--- config.mk ---
export PLATFORM = sky130hd
export DESIGN_NAME = sigdecode_z
export DESIGN_NICKNAME = d
export VERILOG_FILES = /design/src/rtl/sigdecode_z.sv
export SDC_FILE = /design/constraint.sdc
export NUM_CORES = 1
export LEC_CHECK = 0
export CAP_MARGIN = 20
export CORE_MARGIN = 2
export CORE_UTILIZATION = 52
export DETAILED_ROUTE_END_ITERATION = 6
export HOLD_SLACK_MARGIN = 0.03
export PLACE_DENSITY = 0.93
export SLEW_MARGIN = 10
export SYNTH_ARGS = -nofsm -noshare
export SYNTH_HDL_FRONTEND = slang
export SYNTH_SLANG_ARGS = --single-unit
--- constraint.sdc ---
create_clock -name clk -period 10 [get_ports clk]
set_input_delay 1.5 -clock clk [delete_from_list [all_inputs] [get_ports clk]]
set_output_delay 1.5 -clock clk [all_outputs]
set_load 0.03 [all_outputs]
--- src/rtl/sigdecode_z.sv ---
//------------------------------------------------------------------------------
// Module   : sigdecode_z (with package sigdecode_z_pkg)
// Purpose  : Unpacks the z field of an ML-DSA-87 signature. Each 160-bit
//            signature word holds 8 x 20-bit packed coefficients. The module
//            emits them as 24-bit values mod q, 4 per write, in two
//            consecutive writes per read word.
// Ports    : clk, rst               - clock, async active-high reset
//            zeroize                - synchronous clear to idle
//            sigdecode_z_enable     - start pulse, sampled in IDLE only
//            sig_base_addr          - first signature word (latched at start)
//            dest_base_addr         - first destination word (latched at start)
//            sig_rd_req/sig_rd_data - signature memory read port, latency 1
//            mem_wr_req/mem_wr_data - destination memory write port
//            sigdecode_z_done       - one-cycle completion pulse
// Revision : 1.0 - initial release
//------------------------------------------------------------------------------
`default_nettype none

package sigdecode_z_pkg;
    localparam int ABR_MEM_ADDR_WIDTH = 15;

    typedef enum logic [1:0] {
        RW_IDLE  = 2'b00,
        RW_READ  = 2'b01,
        RW_WRITE = 2'b10
    } rw_cmd_e;

    typedef struct packed {
        rw_cmd_e                        rd_wr_en;
        logic [ABR_MEM_ADDR_WIDTH-1:0]  addr;
    } sig_mem_if_t;
endpackage

module sigdecode_z
    import sigdecode_z_pkg::*;
#(
    parameter int MLDSA_L        = 7,
    parameter int MLDSA_N        = 256,
    parameter int MLDSA_Q        = 8380417,
    parameter int GAMMA1         = 2**19,
    parameter int COEFF_W        = 20,
    parameter int REG_SIZE       = 24,
    parameter int API_ADDR_WIDTH = ABR_MEM_ADDR_WIDTH
) (
    input  logic                      clk,
    input  logic                      rst,
    input  logic                      zeroize,
    input  logic                      sigdecode_z_enable,
    input  logic [API_ADDR_WIDTH-1:0] sig_base_addr,
    input  logic [API_ADDR_WIDTH-1:0] dest_base_addr,
    output sig_mem_if_t               sig_rd_req,
    input  logic [8*COEFF_W-1:0]      sig_rd_data,
    output sig_mem_if_t               mem_wr_req,
    output logic [4*REG_SIZE-1:0]     mem_wr_data,
    output logic                      sigdecode_z_done
);

    localparam int c_num_rd = (MLDSA_L * MLDSA_N) / 8;   // 224 read words
    localparam int c_num_wr = 2 * c_num_rd;              // 448 write words
    localparam int c_rd_w   = $clog2(c_num_rd);
    localparam int c_wr_w   = $clog2(c_num_wr + 1);

    localparam logic [c_rd_w-1:0]   c_rd_last  = c_rd_w'(c_num_rd - 1);
    localparam logic [c_wr_w-1:0]   c_wr_total = c_wr_w'(c_num_wr);
    localparam logic [REG_SIZE-1:0] c_gamma1   = REG_SIZE'(GAMMA1);
    localparam logic [REG_SIZE-1:0] c_q_plus_g = REG_SIZE'(MLDSA_Q + GAMMA1);

    typedef enum logic [1:0] {
        IDLE  = 2'd0,
        RUN   = 2'd1,
        FLUSH = 2'd2,
        DONE  = 2'd3
    } state_e;

    state_e                     state_q, state_d;
    logic [API_ADDR_WIDTH-1:0]  sig_base_q, sig_base_d;
    logic [API_ADDR_WIDTH-1:0]  dest_base_q, dest_base_d;
    logic [c_rd_w-1:0]          rd_cnt_q, rd_cnt_d;
    logic [c_wr_w-1:0]          wr_cnt_q, wr_cnt_d;
    logic                       phase_q, phase_d;     // 0: issue read this cycle
    logic                       rd_vld_q, rd_vld_d;   // sig_rd_data valid this cycle
    logic                       hi_pend_q, hi_pend_d; // hold register awaits decode
    logic [4*COEFF_W-1:0]       hold_q, hold_d;
    sig_mem_if_t                sig_rd_req_q, sig_rd_req_d;
    sig_mem_if_t                mem_wr_req_q, mem_wr_req_d;
    logic [4*REG_SIZE-1:0]      mem_wr_data_q, mem_wr_data_d;
    logic                       done_q, done_d;

    // Inverse of the encoder's t = GAMMA1 - z, folded back into [0, q).
    function automatic logic [REG_SIZE-1:0] decode_coeff(input logic [COEFF_W-1:0] t);
        logic [REG_SIZE-1:0] t_ext;
        t_ext = REG_SIZE'(t);
        if (t_ext <= c_gamma1) begin
            return c_gamma1 - t_ext;
        end
        return c_q_plus_g - t_ext;
    endfunction

    always_comb begin
        state_d       = state_q;
        sig_base_d    = sig_base_q;
        dest_base_d   = dest_base_q;
        rd_cnt_d      = rd_cnt_q;
        wr_cnt_d      = wr_cnt_q;
        phase_d       = phase_q;
        rd_vld_d      = (sig_rd_req_q.rd_wr_en == RW_READ);
        hi_pend_d     = 1'b0;
        hold_d        = hold_q;
        sig_rd_req_d  = '{rd_wr_en: RW_IDLE, addr: '0};
        mem_wr_req_d  = '{rd_wr_en: RW_IDLE, addr: '0};
        mem_wr_data_d = '0;
        done_d        = 1'b0;

        unique case (state_q)
            IDLE: begin
                rd_cnt_d = '0;
                wr_cnt_d = '0;
                phase_d  = 1'b0;
                if (sigdecode_z_enable) begin
                    state_d     = RUN;
                    sig_base_d  = sig_base_addr;
                    dest_base_d = dest_base_addr;
                end
            end
            RUN: begin
                // Reads every other cycle so each word gets two write slots.
                phase_d = ~phase_q;
                if (!phase_q) begin
                    sig_rd_req_d.rd_wr_en = RW_READ;
                    sig_rd_req_d.addr     = ABR_MEM_ADDR_WIDTH'(sig_base_q + API_ADDR_WIDTH'(rd_cnt_q));
                    rd_cnt_d              = rd_cnt_q + 1'b1;
                    if (rd_cnt_q == c_rd_last) begin
                        state_d = FLUSH;
                    end
                end
            end
            FLUSH: begin
                // wr_cnt_q reaches the total while the last write is on the bus.
                if (wr_cnt_q == c_wr_total) begin
                    state_d = DONE;
                    done_d  = 1'b1;
                end
            end
            DONE: begin
                state_d = IDLE;
            end
            default: begin
                state_d = IDLE;
            end
        endcase

        // Write path: low half straight from the read data, high half from
        // the hold register one cycle later.
        if (rd_vld_q) begin
            for (int i = 0; i < 4; i++) begin
                mem_wr_data_d[i*REG_SIZE +: REG_SIZE] = decode_coeff(sig_rd_data[i*COEFF_W +: COEFF_W]);
            end
            hold_d                = sig_rd_data[8*COEFF_W-1:4*COEFF_W];
            hi_pend_d             = 1'b1;
            mem_wr_req_d.rd_wr_en = RW_WRITE;
            mem_wr_req_d.addr     = ABR_MEM_ADDR_WIDTH'(dest_base_q + API_ADDR_WIDTH'(wr_cnt_q));
            wr_cnt_d              = wr_cnt_q + 1'b1;
        end else if (hi_pend_q) begin
            for (int i = 0; i < 4; i++) begin
                mem_wr_data_d[i*REG_SIZE +: REG_SIZE] = decode_coeff(hold_q[i*COEFF_W +: COEFF_W]);
            end
            mem_wr_req_d.rd_wr_en = RW_WRITE;
            mem_wr_req_d.addr     = ABR_MEM_ADDR_WIDTH'(dest_base_q + API_ADDR_WIDTH'(wr_cnt_q));
            wr_cnt_d              = wr_cnt_q + 1'b1;
        end

        if (zeroize) begin
            state_d       = IDLE;
            sig_base_d    = '0;
            dest_base_d   = '0;
            rd_cnt_d      = '0;
            wr_cnt_d      = '0;
            phase_d       = 1'b0;
            rd_vld_d      = 1'b0;
            hi_pend_d     = 1'b0;
            hold_d        = '0;
            sig_rd_req_d  = '{rd_wr_en: RW_IDLE, addr: '0};
            mem_wr_req_d  = '{rd_wr_en: RW_IDLE, addr: '0};
            mem_wr_data_d = '0;
            done_d        = 1'b0;
        end
    end

    always_ff @(posedge clk or posedge rst) begin
        if (rst) begin
            state_q       <= IDLE;
            sig_base_q    <= '0;
            dest_base_q   <= '0;
            rd_cnt_q      <= '0;
            wr_cnt_q      <= '0;
            phase_q       <= 1'b0;
            rd_vld_q      <= 1'b0;
            hi_pend_q     <= 1'b0;
            hold_q        <= '0;
            sig_rd_req_q  <= '{rd_wr_en: RW_IDLE, addr: '0};
            mem_wr_req_q  <= '{rd_wr_en: RW_IDLE, addr: '0};
            mem_wr_data_q <= '0;
            done_q        <= 1'b0;
        end else begin
            state_q       <= state_d;
            sig_base_q    <= sig_base_d;
            dest_base_q   <= dest_base_d;
            rd_cnt_q      <= rd_cnt_d;
            wr_cnt_q      <= wr_cnt_d;
            phase_q       <= phase_d;
            rd_vld_q      <= rd_vld_d;
            hi_pend_q     <= hi_pend_d;
            hold_q        <= hold_d;
            sig_rd_req_q  <= sig_rd_req_d;
            mem_wr_req_q  <= mem_wr_req_d;
            mem_wr_data_q <= mem_wr_data_d;
            done_q        <= done_d;
        end
    end

    assign sig_rd_req       = sig_rd_req_q;
    assign mem_wr_req       = mem_wr_req_q;
    assign mem_wr_data      = mem_wr_data_q;
    assign sigdecode_z_done = done_q;

endmodule

`default_nettype wire

==> run metrics <==
io pins 325; drt first pass iters 6; slew at the pin closest to its max-slew limit 1.112 ns; Post-Synthesis Cell Area 0.01567 mm2; Worst EP required 10.40 ns; vias in the first global route 14,720; reg2reg start rd_vld_q$_DFF_PP0_; final hold viol count 0; RSZ-0062 raised after global routing false; Initial Util 52.86%; CTS root buffer clkbuf_16; pre-CTS setup slack 5.418 ns; Vias/cell 6.216; dominant cell type by area after synthesis dfrtp_1; WHS Path Cells 2; # Max-Cap Violations 0; dpl cell area 0.01913 mm2; Pwr Total 0.003456 W; # fillers 2,237; R2R depth 6; CP Capture Type register; Slew HR 25.21%; Post-synth EDFFs 0; initial antenna violation count 4; Yosys cell types 80; die area 0.03153 mm2; 1st-iter DRT viols 1,574; synthesized instance count 1,716; antenna-violating nets left 0; largest net degree at the start of global routing 135; # rows 63; setup TNS 0 ns; Die Height 177.6 um; placed cells 2,349; Post-synth top cells 261 x dfrtp_1, 190 x nor2_1, 125 x nand2_1; Crit path largest cell delay 0.96 ns; fin crit share 41.30%; Final GP Congestion 0.9526; worst skew pair latency 0.56 ns; worst-path fanout max 7; chip width 177.6 um; CTS tree done; WS Path Type input port to register; Most used DFF post-synth dfrtp_1; reg2reg setup slack 6.61 ns; clk buf depth 3; Slew Viols, Final 0; leakage 8.528 nW; Avg WL per Cell 21.01 um; global-route wire length before repair 78,460 um; peak supply drop 143.3 uV; Cell Count, Final, Fillers Out 2,403; DP HPWL 35,790 um; WHS Endpoint dest_base_q[7]$_DFFE_PP0P_; area of the core 0.02964 mm2; Synth top area share 41.69%; drt total wl 50,490 um; post-CTS resize count 0; GRT busiest layer met2; CP arrival 4.53 ns; met2 Usage GRT 53.34%; post-synthesis sequential area ratio 41.69%; status finished clean; worst path cell trace clkdlybuf4s50_1, nor4_1, nand4b_4, a2111o_1, or3_1, o21ai_0, xor2_1, o22ai_1; Max Clk Rate 242.1 MHz; met3 Usage GRT 6.598%; clk_skew 0.02893 ns; fin crit period 4.130 ns; number of synthesized register bits 261; Overflow after GRT 0; H-tree Lvls 1; DRC viols 0; vias post-DR 14,940; # port buffers 322; area delta synth->final 28.27%; fraction of layout cells with a size suffix above 1 5.522%; hold_buf cts 0; Final Setup Violations 0; worst reg2reg endpoint mem_wr_data[60]$_DFF_PP0_; synth warn 0; Synth Area per Inst 9.130 um2; M1 GR Usage 38.62%; Net count, final 2,224; post-route worst setup slack 5.870 ns; final instance area 0.02010 mm2; hold crit path type register to register; postcts setup bufs 0; GRT Util Overall 31.43%; Worst-path clk slew 0.07 ns; Num CTS Buffers 28; most common cell in the netlist dfrtp_1; top cells by area, synth dfrtp_1 42%, mux2i_1 6.1%, nor2_1 4.6%, xnor2_1 4.5%, xor2_1 3.5%; clock sink total 261; Hold Startpoint dest_base_q[7]$_DFFE_PP0P_; pwr/cell area 172.0 mW/mm2; async set-or-reset flop fraction in the synthesized netlist 100.0%; slowest library cell on the worst path nor4_1; type of origin of the critical path input port
-- flip-flops by register name (all words and copies together) (netlist names) --
| name | cells |
|---|---|
| sig_base_q | 15 |
| hi_pend_q | 1 |
| mem_wr_req | 16 |
| rd_cnt_q | 8 |
| sigdecode_z_done | 1 |
| sig_rd_req | 16 |
| phase_q | 1 |
| dest_base_q | 15 |
| hold_q | 80 |
| rd_vld_q | 1 |
| mem_wr_data | 96 |
| wr_cnt_q | 9 |
| state_q | 2 |
-- cell usage in the layout (no fill, tap or decap), drive strengths merged, types with 37 or more instances in the layout --
master         count
nor2             191
a21oi             91
nand3             37
dfrtp            261
inv               53
xnor2             80
ha                39
mux2i             96
nand2            126
clkdlybuf4s50    321
o21ai            104
nand2b            55
xor2              63
nor3              47
o22ai             47
clkbuf            37
-- area by class of cell --
| type | count | area, um2 | area share [%] |
|---|---|---|---|
| antenna | 3 | 7.507 | 0.03736 |
| clock inverter | 14 | 167.7 | 0.8343 |
| tap | 390 | 488.0 | 2.428 |
| timing repair buffer | 336 | 3328 | 16.56 |
| sequential | 261 | 6535 | 32.52 |
| inverter | 52 | 202.7 | 1.009 |
| multi-input combinational | 1310 | 8572 | 42.65 |
| clock buffer | 37 | 795.8 | 3.960 |
-- how the worst max path moves through the flow --
stage / from / end / slack [ns] / cells after the start
after global routing: sig_rd_data[9] / mem_wr_data[15]$_DFF_PP0_ / 5.68 / 8
after global placement: sig_rd_data[9] / mem_wr_data[15]$_DFF_PP0_ / 5.57 / 8
after detailed placement: sig_rd_data[9] / mem_wr_data[15]$_DFF_PP0_ / 5.42 / 8
after CTS: sig_rd_data[9] / mem_wr_data[15]$_DFF_PP0_ / 5.97 / 8
after floorplan: rst / dest_base_q[0]$_DFFE_PP0P_ / 1.32 / 1
final: sig_rd_data[9] / mem_wr_data[18]$_DFF_PP0_ / 5.87 / 8
-- power by group --
part / switching [W] / internal, W
clock: 0.000451 / 0.000639
sequential: 0.0000980 / 0.00114
combinational: 0.000656 / 0.000475
total: 0.00121 / 0.00225
-- kinds of logic (layout without fill, tap and decap cells) --
family	Yosys count	after routing	share of synthesized area (%)
compound gates	379	379	15.51
xor+xnor	143	143	7.994
fa+ha+maj	41	41	3.370
buf+inv	146	439	3.745
flops	261	261	41.69
mux	98	98	6.277
other cells	1	5	0.02393
simple gates	647	647	21.39
-- metrics by stage --
stage          hold slack, ns  utilization (%)
3_3_place_gp           0.4741            64.50
5_1_grt                0.5190            67.78
3_5_place_dp           0.4826            64.53
2_1_floorplan          0.4563                -
6_report               0.4948            67.81
4_1_cts                0.4975            67.78
-- critical path: cells and delay by family --
family          cells  cell delay, ns
simple gates        3            1.57
buf+inv             1            0.48
compound gates      3            0.78
xor+xnor            1            0.20
-- metal layers --
layer,vias to the layer above,part of all wire (%)
met2,934,48
met4,4,4.9
met3,204,10
li1,6694,-
met1,7102,37
met5,-,0.059
(Power assumes the default switching activity.)
